<file path="config.mk">
export PLATFORM = sky130hd
export DESIGN_NAME = y86_pipe_regs
export DESIGN_NICKNAME = d
export VERILOG_FILES = /design/src/rtl/y86_pipe_regs.sv
export SDC_FILE = /design/constraint.sdc
export NUM_CORES = 1
export LEC_CHECK = 0
export CAP_MARGIN = 20
export CORE_AREA = 2 2 582 584
export CTS_CLUSTER_DIAMETER = 120
export DETAILED_ROUTE_END_ITERATION = 10
export DIE_AREA = 0 0 584 586
export PLACE_DENSITY_LB_ADDON = 0.3
export SKIP_CTS_REPAIR_TIMING = 1
export SLEW_MARGIN = 20
export SYNTH_ARGS = -nofsm -noshare
export SYNTH_HDL_FRONTEND = slang
export SYNTH_SLANG_ARGS = --single-unit
export TNS_END_PERCENT = 30
</file>
<file path="constraint.sdc">
create_clock -name clk -period 3.01 [get_ports clk]
set_clock_uncertainty 0.1 [all_clocks]
set_input_delay 0.301 -clock clk [delete_from_list [all_inputs] [get_ports clk]]
set_output_delay 0.301 -clock clk [all_outputs]
set_load 0.005 [all_outputs]
</file>
<file path="src/rtl/y86_pipe_regs.sv">
// rtl/y86_pipe_regs.sv - Y86-64 F/D/E/M/W pipeline register bank with stall/bubble handling
//
// Purpose: holds the five pipeline-stage registers of the Y86-64 pipe. Each stage
// loads its upstream bundle, holds (stall) or loads a NOP bubble as directed by the
// pipeline control logic. Also keeps a sticky control-conflict flag and saturating
// stall/bubble event counters.
//
// Ports:
//   clk, reset                      clock, synchronous active-high reset
//   F_stall, D_stall, D_bubble,
//   E_bubble, M_bubble, W_stall     per-stage controls
//   f_predPC, d_in, e_in, m_in, w_in upstream bundles
//   F_predPC, D_out, E_out, M_out,
//   W_out                           registered bundles (same packing as inputs)
//   ctrl_err                        sticky: D_stall and D_bubble seen together
//   stall_cnt, bubble_cnt           saturating event counters
module y86_pipe_regs #(
    parameter logic [63:0] RESET_PC = 64'h0,
    parameter int          CNT_W    = 32
) (
    input  logic             clk,
    input  logic             reset,
    input  logic             F_stall,
    input  logic             D_stall,
    input  logic             D_bubble,
    input  logic             E_bubble,
    input  logic             M_bubble,
    input  logic             W_stall,
    input  logic [63:0]      f_predPC,
    input  logic [146:0]     d_in,
    input  logic [218:0]     e_in,
    input  logic [143:0]     m_in,
    input  logic [142:0]     w_in,
    output logic [63:0]      F_predPC,
    output logic [146:0]     D_out,
    output logic [218:0]     E_out,
    output logic [143:0]     M_out,
    output logic [142:0]     W_out,
    output logic             ctrl_err,
    output logic [CNT_W-1:0] stall_cnt,
    output logic [CNT_W-1:0] bubble_cnt
);

    localparam logic [2:0] SBUB  = 3'h0;
    localparam logic [3:0] INOP  = 4'h1;
    localparam logic [3:0] RNONE = 4'hF;

    // Bubble images: stat=SBUB, icode=INOP, register ids=RNONE, everything else 0.
    localparam logic [146:0] D_BUBBLE = {SBUB, INOP, 4'h0, RNONE, RNONE, 64'h0, 64'h0};
    localparam logic [218:0] E_BUBBLE = {SBUB, INOP, 4'h0, 64'h0, 64'h0, 64'h0,
                                         RNONE, RNONE, RNONE, RNONE};
    localparam logic [143:0] M_BUBBLE = {SBUB, INOP, 1'b0, 64'h0, 64'h0, RNONE, RNONE};
    localparam logic [142:0] W_BUBBLE = {SBUB, INOP, 64'h0, 64'h0, RNONE, RNONE};

    localparam logic [CNT_W-1:0] CNT_ONE = CNT_W'(1);
    localparam logic [CNT_W-1:0] CNT_MAX = '1;

    logic [63:0]      f_pc_q,     f_pc_d;
    logic [146:0]     d_q,        d_d;
    logic [218:0]     e_q,        e_d;
    logic [143:0]     m_q,        m_d;
    logic [142:0]     w_q,        w_d;
    logic             err_q,      err_d;
    logic [CNT_W-1:0] stall_q,    stall_d;
    logic [CNT_W-1:0] bubble_q,   bubble_d;

    logic any_bubble;

    assign any_bubble = D_bubble | E_bubble | M_bubble;

    always_comb begin
        f_pc_d   = f_pc_q;
        d_d      = d_q;
        e_d      = e_in;
        m_d      = m_in;
        w_d      = w_q;
        err_d    = err_q;
        stall_d  = stall_q;
        bubble_d = bubble_q;

        if (!F_stall) begin
            f_pc_d = f_predPC;
        end

        // Stall has priority over bubble on D; the combination is flagged below.
        if (!D_stall) begin
            d_d = D_bubble ? D_BUBBLE : d_in;
        end

        if (E_bubble) begin
            e_d = E_BUBBLE;
        end

        if (M_bubble) begin
            m_d = M_BUBBLE;
        end

        if (!W_stall) begin
            w_d = w_in;
        end

        if (D_stall && D_bubble) begin
            err_d = 1'b1;
        end

        // Counters stick at all-ones rather than wrapping.
        if (F_stall && (stall_q != CNT_MAX)) begin
            stall_d = stall_q + CNT_ONE;
        end

        if (any_bubble && (bubble_q != CNT_MAX)) begin
            bubble_d = bubble_q + CNT_ONE;
        end
    end

    always_ff @(posedge clk) begin
        if (reset) begin
            f_pc_q   <= RESET_PC;
            d_q      <= D_BUBBLE;
            e_q      <= E_BUBBLE;
            m_q      <= M_BUBBLE;
            w_q      <= W_BUBBLE;
            err_q    <= 1'b0;
            stall_q  <= '0;
            bubble_q <= '0;
        end else begin
            f_pc_q   <= f_pc_d;
            d_q      <= d_d;
            e_q      <= e_d;
            m_q      <= m_d;
            w_q      <= w_d;
            err_q    <= err_d;
            stall_q  <= stall_d;
            bubble_q <= bubble_d;
        end
    end

    assign F_predPC   = f_pc_q;
    assign D_out      = d_q;
    assign E_out      = e_q;
    assign M_out      = m_q;
    assign W_out      = w_q;
    assign ctrl_err   = err_q;
    assign stall_cnt  = stall_q;
    assign bubble_cnt = bubble_q;

endmodule

</file>
==> results of run 1 <==
[final timing paths]
kind / end / slack [ns] / cells after the start
worst min-delay path: D_out[65] / 0.01 / 3
worst max-delay path: D_out[40] / 0.26 / 7
worst max register to register: bubble_cnt[22] / 0.38 / 6
worst min register to register: ctrl_err / 0.37 / 2
[cells in the mapped netlist (all sizes together), types with 4 or more instances]
master and n:
a21oi 42, nor2b 9, nor3 15, dfxtp 782, o31ai 12, buf 38, nor2 368, nor4 12
or3 55, or4 14, and4 8, a22oi 137, o21ai 28, o21a 6, mux2 10, nand3 25
and2 337, or2 4, inv 8, mux2i 207, nand4 24, nand2 39, nor4b 4, o22ai 9
clkbuf 120
[worst register-to-register path, cell delays in order, from the launching register on]
cell     delay, ns
dfxtp_1       0.44
ha_1          0.21
nand3_1       0.14
or4_1         0.60
or2_1         0.32
nor4b_1       0.34
mux2_2        0.37
[power by group through the flow]
stage                     combinational (mW)  sequential (mW)  clock [mW]
after global placement                  3.39             11.3           0
after CTS                               3.40             11.0        14.5
final                                   3.90             11.0        13.9
after global routing                    4.16             11.1        14.9
after detailed placement                3.38             11.3           0
after floorplan                        0.701             11.2           0
[metrics by stage]
stage,cells,setup WS (ns),utilization [%]
2_1_floorplan,2346,0.558,-
3_3_place_gp,8154,0.144,13.6
3_5_place_dp,8154,0.102,13.6
4_1_cts,8354,0.357,14.7
5_1_grt,8822,0.108,16.0
6_report,8857,0.262,16.1
[registers in the layout, summed over array words and instances (netlist names)]
| signal | count |
|---|---|
| M_out | 144 |
| bubble_cnt | 32 |
| F_predPC | 64 |
| W_out | 143 |
| E_out | 219 |
| D_out | 147 |
| stall_cnt | 32 |
| ctrl_err | 1 |
[cell families after synthesis]
family | Yosys count
and+or+nand+nor | 927
DFF | 782
AOI/OAI and AO/OA | 246
muxes | 217
buffers and inverters | 167
xor gates and xnor gates | 5
adders and majority gates | 2
[layout make-up]
cell class | instances | area, um^2 | share of cell area, %
clock buffers | 156 | 3210 | 5.95
diodes | 71 | 178 | 0.329
well taps | 4407 | 5510 | 10.2
clock inverters | 44 | 599 | 1.11
flip-flops and latches | 782 | 15700 | 29.0
multi-input cells | 1397 | 8790 | 16.3
repair buffers | 1991 | 19900 | 37.0
inverters | 9 | 33.8 | 0.0627
[layer usage]
layer / vias to the layer above / track usage (%) / part of all wire [%]
li1: 11900 / - / -
met1: 12200 / 12.9 / 35
met2: 1523 / 23.6 / 49
met3: 506 / 7.33 / 12
met4: 56 / 3.60 / 3.7
met5: - / 0 / 0.16
==> metrics.md, run 1 <==
| Metric | Value |
|---|---|
| Status | `completed` |
| XOR/XNOR share of the synthesized area | `0.175%` |
| YS warnings | `0` |
| Ports | `1507` |
| Max-Cap Viols | `0` |
| Mapped Nets | `3073` |
| Crit path max fanout | `104` |
| Synth Cell Area | `25100 um^2` |
| Post-route cell area | `53900 um^2` |
| Critical path required time | `3.69 ns` |
| PD cells | `535 nW/um^2` |
| Synth Flop Type | `dfxtp_1` |
| Worst Tran Pin Value | `0.987 ns` |
| Synth area leaders | `dfxtp_1 62%, and2_1 8.4%, mux2i_1 8.3%` |
| Clk slew on worst S/H paths | `0.06 ns` |
| Mux contribution to synthesized area | `8.72%` |
| Final hold slack | `0.00989 ns` |
| Compound-Gate Fraction of Synth Area | `6.68%` |
| Row count | `213` |
| CP Class | `in -> reg` |
| RSZ-0062 raised after global routing | `no` |
| TritonCTS clock tree | `done` |
| Clk_lat worst skew | `0.78 ns` |
| Peak supply drop | `0.000492 V` |
| Final net count | `5020` |
| Synth unique cells | `52` |
| # DRC | `0` |
| Cell repeated most along the worst path | `dlygate4sd3_1` |
| Max-slew headroom | `34.2%` |
| DP Area | `45600 um^2` |
| Root Driver | `clkbuf_16` |
| CTS Buf Count | `112` |
| Crit path max-delay family | `buffers and inverters` |
| Setup TNS | `0 ns` |
| Clock Sinks | `782` |
| Worst Setup SP | `D_stall` |
| Leading area contributor after synthesis | `dfxtp_1` |
| Initial antenna violation count | `265` |
| First-pass GRT wire length | `288000 um` |
| All-Layer GR Usage | `13.1%` |
| Main combinational cell family by area after synthesis | `simple AND/OR/NAND/NOR gates` |
| Adder-Cell Fraction of Synth Area | `0.0999%` |
| Synth top area share | `62.5%` |
| CP Capture Type | `flop` |
| Int Power | `21.4 mW` |
| P_leak | `19.6 nW` |
| Synth async-reset ratio | `0%` |
| Final routed wire length divided by cell count | `26.7 um` |
| Critical-path cell list | `dlygate4sd3_1 > buf_6 > nor2_4 > buf_12 > a22oi_1 > dlygate4sd3_1 > nor2_1` |
| Fillers | `37500` |
| Synthesis-stage register bit count | `782` |
| Mean post-synth cell area | `10.7 um^2` |
| Switching power of the nets | `7.45 mW` |
| Slowest Stage Delay on Critical Path | `0.80 ns` |
| Arr. time, crit path | `3.43 ns` |
| Crit start category | `input port` |
| Half-perimeter wire length after placement | `202000 um` |
| Sequential area share after synthesis | `62.5%` |
| Commonest non-fill, non-tap cell in the layout | `clkdlybuf4s50_1` |
| Post-synthesis simple-gate area fraction | `19.3%` |
| Synth Instances | `2346` |
| Final wirelength | `236000 um` |
| Slowest CP cell | `nor2_4` |
| Die Y | `586 um` |
| Tcrit/Tclk final | `91.3%` |
| Fmax | `364 MHz` |
| Post-synth EDFFs | `0` |
| DR iter-0 viols | `1156` |
| Vias per cell | `2.96` |
| Tmin final | `2.75 ns` |
| DR vias | `26200` |
| PortBufs | `1506` |
| Area Growth Syn to Fin | `115%` |
| Power Total | `28.8 mW` |
| Maximum number of pins on one net before global-route repair | `105` |
| H-tree depth | `3` |
| Post-route ant nets | `0` |
| Share of cells above drive strength 1 | `5.96%` |
| Sw Share | `25.8%` |
| Reg power frac | `38.3%` |
| GR Overflow Total | `0` |
| Min-Delay Path Class | `in -> reg` |
| GP Congestion | `0.958` |
| Final setup violating endpoints | `0` |
| Max Slew Vio Count | `0` |
| Vias in the first global route | `24700` |
| Die W | `584 um` |
| Hold path start | `d_in[65]` |
| Core ar. | `336000 um^2` |
| Clk pwr share | `48.1%` |
| Combinational share of power | `13.5%` |
| Endpoints failing hold | `0` |
| R2r startpoint | `bubble_cnt[0]` |
| Most frequent cells in the layout | `1493 x clkdlybuf4s50_1, 782 x dfxtp_1, 432 x dlygate4sd3_1` |
| Initial DRT Pass Iterations | `4` |
| Initial Util | `7.46%` |
| Die area | `342000 um^2` |
| Buf/Inv on CP | `4` |
| Worst-case clock buffer depth | `4` |
Power figures use the tool's default switching activity.
==> run 2, diff against run 1 <==
--- a/config.mk
+++ b/config.mk
@@ -6,10 +6,10 @@
 export NUM_CORES = 1
 export LEC_CHECK = 0
 export CAP_MARGIN = 20
-export CORE_AREA = 2 2 582 584
+export CORE_AREA = 2 2 592 594
 export CTS_CLUSTER_DIAMETER = 120
 export DETAILED_ROUTE_END_ITERATION = 10
-export DIE_AREA = 0 0 584 586
+export DIE_AREA = 0 0 594 596
 export PLACE_DENSITY_LB_ADDON = 0.3
 export SKIP_CTS_REPAIR_TIMING = 1
 export SLEW_MARGIN = 20
==> run 2 against run 1 <==
The flow now finishes with violations (hold timing). Global-route usage grew 0.53 points. Clock power is essentially flat. Fmax shrank 1.9%. Sequential share of layout area shrank 0.82 points. Wire length grew 7.6%. First-iteration DRC count grew 11%. Critical path depth shrank 1. Largest cell class unchanged. Largest power group unchanged.
==> metrics.md, run 2 (synthesized netlist as in run 1, its figures left out) <==
| Metric | Value |
|---|---|
| TritonCTS clock tree | `done (unchanged)` |
| Initial antenna violation count | `367 (was 265)` |
| Clk_lat worst skew | `0.86 ns (was 0.78 ns)` |
| Maximum number of pins on one net before global-route repair | `105 (unchanged)` |
| All-Layer GR Usage | `13.7% (was 13.1%)` |
| Row count | `217 (was 213)` |
| Max Slew Vio Count | `0 (unchanged)` |
| Worst-case clock buffer depth | `4 (unchanged)` |
| Initial DRT Pass Iterations | `5 (was 4)` |
| Critical-path cell list | `ha_1 > nand3_1 > or4_1 > or2_1 > nor4b_1 > mux2_2 (was dlygate4sd3_1 > buf_6 > nor2_4 > buf_12 > a22oi_1 > dlygate4sd3_1 > nor2_1)` |
| Fin cells | `9217 (was 8857)` |
| Root Driver | `clkbuf_16 (unchanged)` |
| Worst Tran Pin Value | `0.951 ns (was 0.987 ns)` |
| DR vias | `27700 (was 26200)` |
| Met2 Use GR | `23.5% (was 23.6%)` |
| CP Class | `reg -> reg (was in -> reg)` |
| GP Congestion | `1.15 (was 0.958)` |
| Final routed wire length divided by cell count | `27.6 um (was 26.7 um)` |
| R2r startpoint | `bubble_cnt[0] (unchanged)` |
| Max-slew headroom | `36.5% (was 34.2%)` |
| RSZ-0062 raised after global routing | `no (unchanged)` |
| Critical path required time | `3.61 ns (was 3.69 ns)` |
| Final net count | `5137 (was 5020)` |
| Worst Setup SP | `bubble_cnt[0] (was D_stall)` |
| Clock Sinks | `782 (unchanged)` |
| Final wirelength | `254000 um (was 236000 um)` |
| Die Y | `596 um (was 586 um)` |
| Core ar. | `348000 um^2 (was 336000 um^2)` |
| Status | `complete, but fails checks (was completed)` |
| Met3 Resource Use GR | `9.93% (was 7.33%)` |
| Placed Cells | `8331 (was 8154)` |
| Peak supply drop | `0.000447 V (was 0.000492 V)` |
| Arr. time, crit path | `3.40 ns (was 3.43 ns)` |
| Failing checks | `hold timing` |
| PD cells | `526 nW/um^2 (was 535 nW/um^2)` |
| Endpoints failing hold | `1 (was 0)` |
| CTS Buf Count | `113 (was 112)` |
| Slowest CP cell | `or4_1 (was nor2_4)` |
| GR Layer Usage met1 | `12.0% (was 12.9%)` |
| Hold path start | `D_stall (was d_in[65])` |
| Area Growth Syn to Fin | `121% (was 115%)` |
| Half-perimeter wire length after placement | `216000 um (was 202000 um)` |
| Slowest Stage Delay on Critical Path | `0.71 ns (was 0.80 ns)` |
| Largest register FFs | `219 (unchanged)` |
| DR iter-0 viols | `1286 (was 1156)` |
| GR peak layer | `met2 (unchanged)` |
| Final hold slack | `-0.00121 ns (was 0.00989 ns)` |
| Crit path max fanout | `9 (was 104)` |
| GR Overflow Total | `0 (unchanged)` |
| Clk slew on worst S/H paths | `0.06 ns (about the same)` |
| Setup TNS | `0 ns (unchanged)` |
| Vias in the first global route | `25200 (was 24700)` |
| PortBufs | `1506 (unchanged)` |
| Crit path max-delay family | `simple AND/OR/NAND/NOR gates (was buffers and inverters)` |
| P_leak | `20.0 nW (was 19.6 nW)` |
| Vias per cell | `3.01 (was 2.96)` |
| Share of cells above drive strength 1 | `5.18% (was 5.96%)` |
| Initial Util | `7.20% (was 7.46%)` |
| Fmax | `357 MHz (was 364 MHz)` |
| Commonest non-fill, non-tap cell in the layout | `clkdlybuf4s50_1 (unchanged)` |
| Die area | `354000 um^2 (was 342000 um^2)` |
| Tmin final | `2.80 ns (was 2.75 ns)` |
| CP Capture Type | `flop (unchanged)` |
| Crit start category | `flop (was input port)` |
| Tcrit/Tclk final | `93.1% (was 91.3%)` |
| Post-route ant nets | `0 (unchanged)` |
| Min-Delay Path Class | `in -> reg (unchanged)` |
| # DRC | `0 (unchanged)` |
| Most frequent cells in the layout | `1502 x clkdlybuf4s50_1, 782 x dfxtp_1, 562 x dlygate4sd3_1 (was 1493 x clkdlybuf4s50_1, 782 x dfxtp_1, 432 x dlygate4sd3_1)` |
| Buf/Inv on CP | `0 (was 4)` |
| H-tree depth | `3 (unchanged)` |
| Max-Cap Viols | `0 (unchanged)` |
| First-pass GRT wire length | `309000 um (was 288000 um)` |
| Die W | `594 um (was 584 um)` |
| Ports | `1507 (unchanged)` |
| Final setup violating endpoints | `0 (unchanged)` |
==> run 2: power breakdown <==
group | switching, mW | total (mW) | internal (mW) | leakage (nW)
clock | 5.69 | 14.0 | 8.31 | 1.84
sequential | 0.233 | 11.0 | 10.8 | 6.42
combinational | 1.78 | 4.16 | 2.37 | 11.7
total | 7.70 | 29.2 | 21.5 | 20.0
==> run 2: layout make-up <==
type / instances / area [um^2]
diodes: 120 / 300
clock buffers: 163 / 3240
clock inverters: 40 / 552
fillers: 38800 / 292000
inverters: 9 / 33.8
multi-input cells: 1397 / 8790
flip-flops and latches: 782 / 15700
well taps: 4599 / 5750
repair buffers: 2107 / 21200
==> run 2: worst paths after layout <==
| path | cells after the start | slack (ns) | endpoint |
|---|---|---|---|
| max | 6 | 0.21 | bubble_cnt[22] |
| min | 4 | -0.001 | D_out[40] |
| max reg2reg | 6 | 0.21 | bubble_cnt[22] |
| min reg2reg | 2 | 0.38 | W_out[3] |
==> run 2: through the flow <==
| step | instance area (um^2) | power (mW) | worst slack [ns] | utilization, % |
|---|---|---|---|---|
| 3_3_place_gp | 45800 | 14.5 | 0.216 | 13.2 |
| 4_1_cts | 49600 | 28.9 | 0.194 | 14.2 |
| 3_5_place_dp | 45800 | 14.5 | 0.170 | 13.2 |
| 2_1_floorplan | 25100 | 11.9 | 0.558 | - |
| 5_1_grt | 55400 | 30.3 | 0.0496 | 15.9 |
| 6_report | 55500 | 29.2 | 0.208 | 16.0 |
==> run 2: metal layers <==
metal,wire length (um),vias up
met4,13700,70
met1,85200,12900
met3,34700,670
met5,462,-
met2,120000,1846
li1,-,12200
==> run 2: worst reg2reg max path: cells and delay by family (launching register included) <==
kind / cells / cell delay (ns)
adders and majority gates: 1 / 0.20
DFF: 1 / 0.43
muxes: 1 / 0.37
and+or+nand+nor: 4 / 1.59
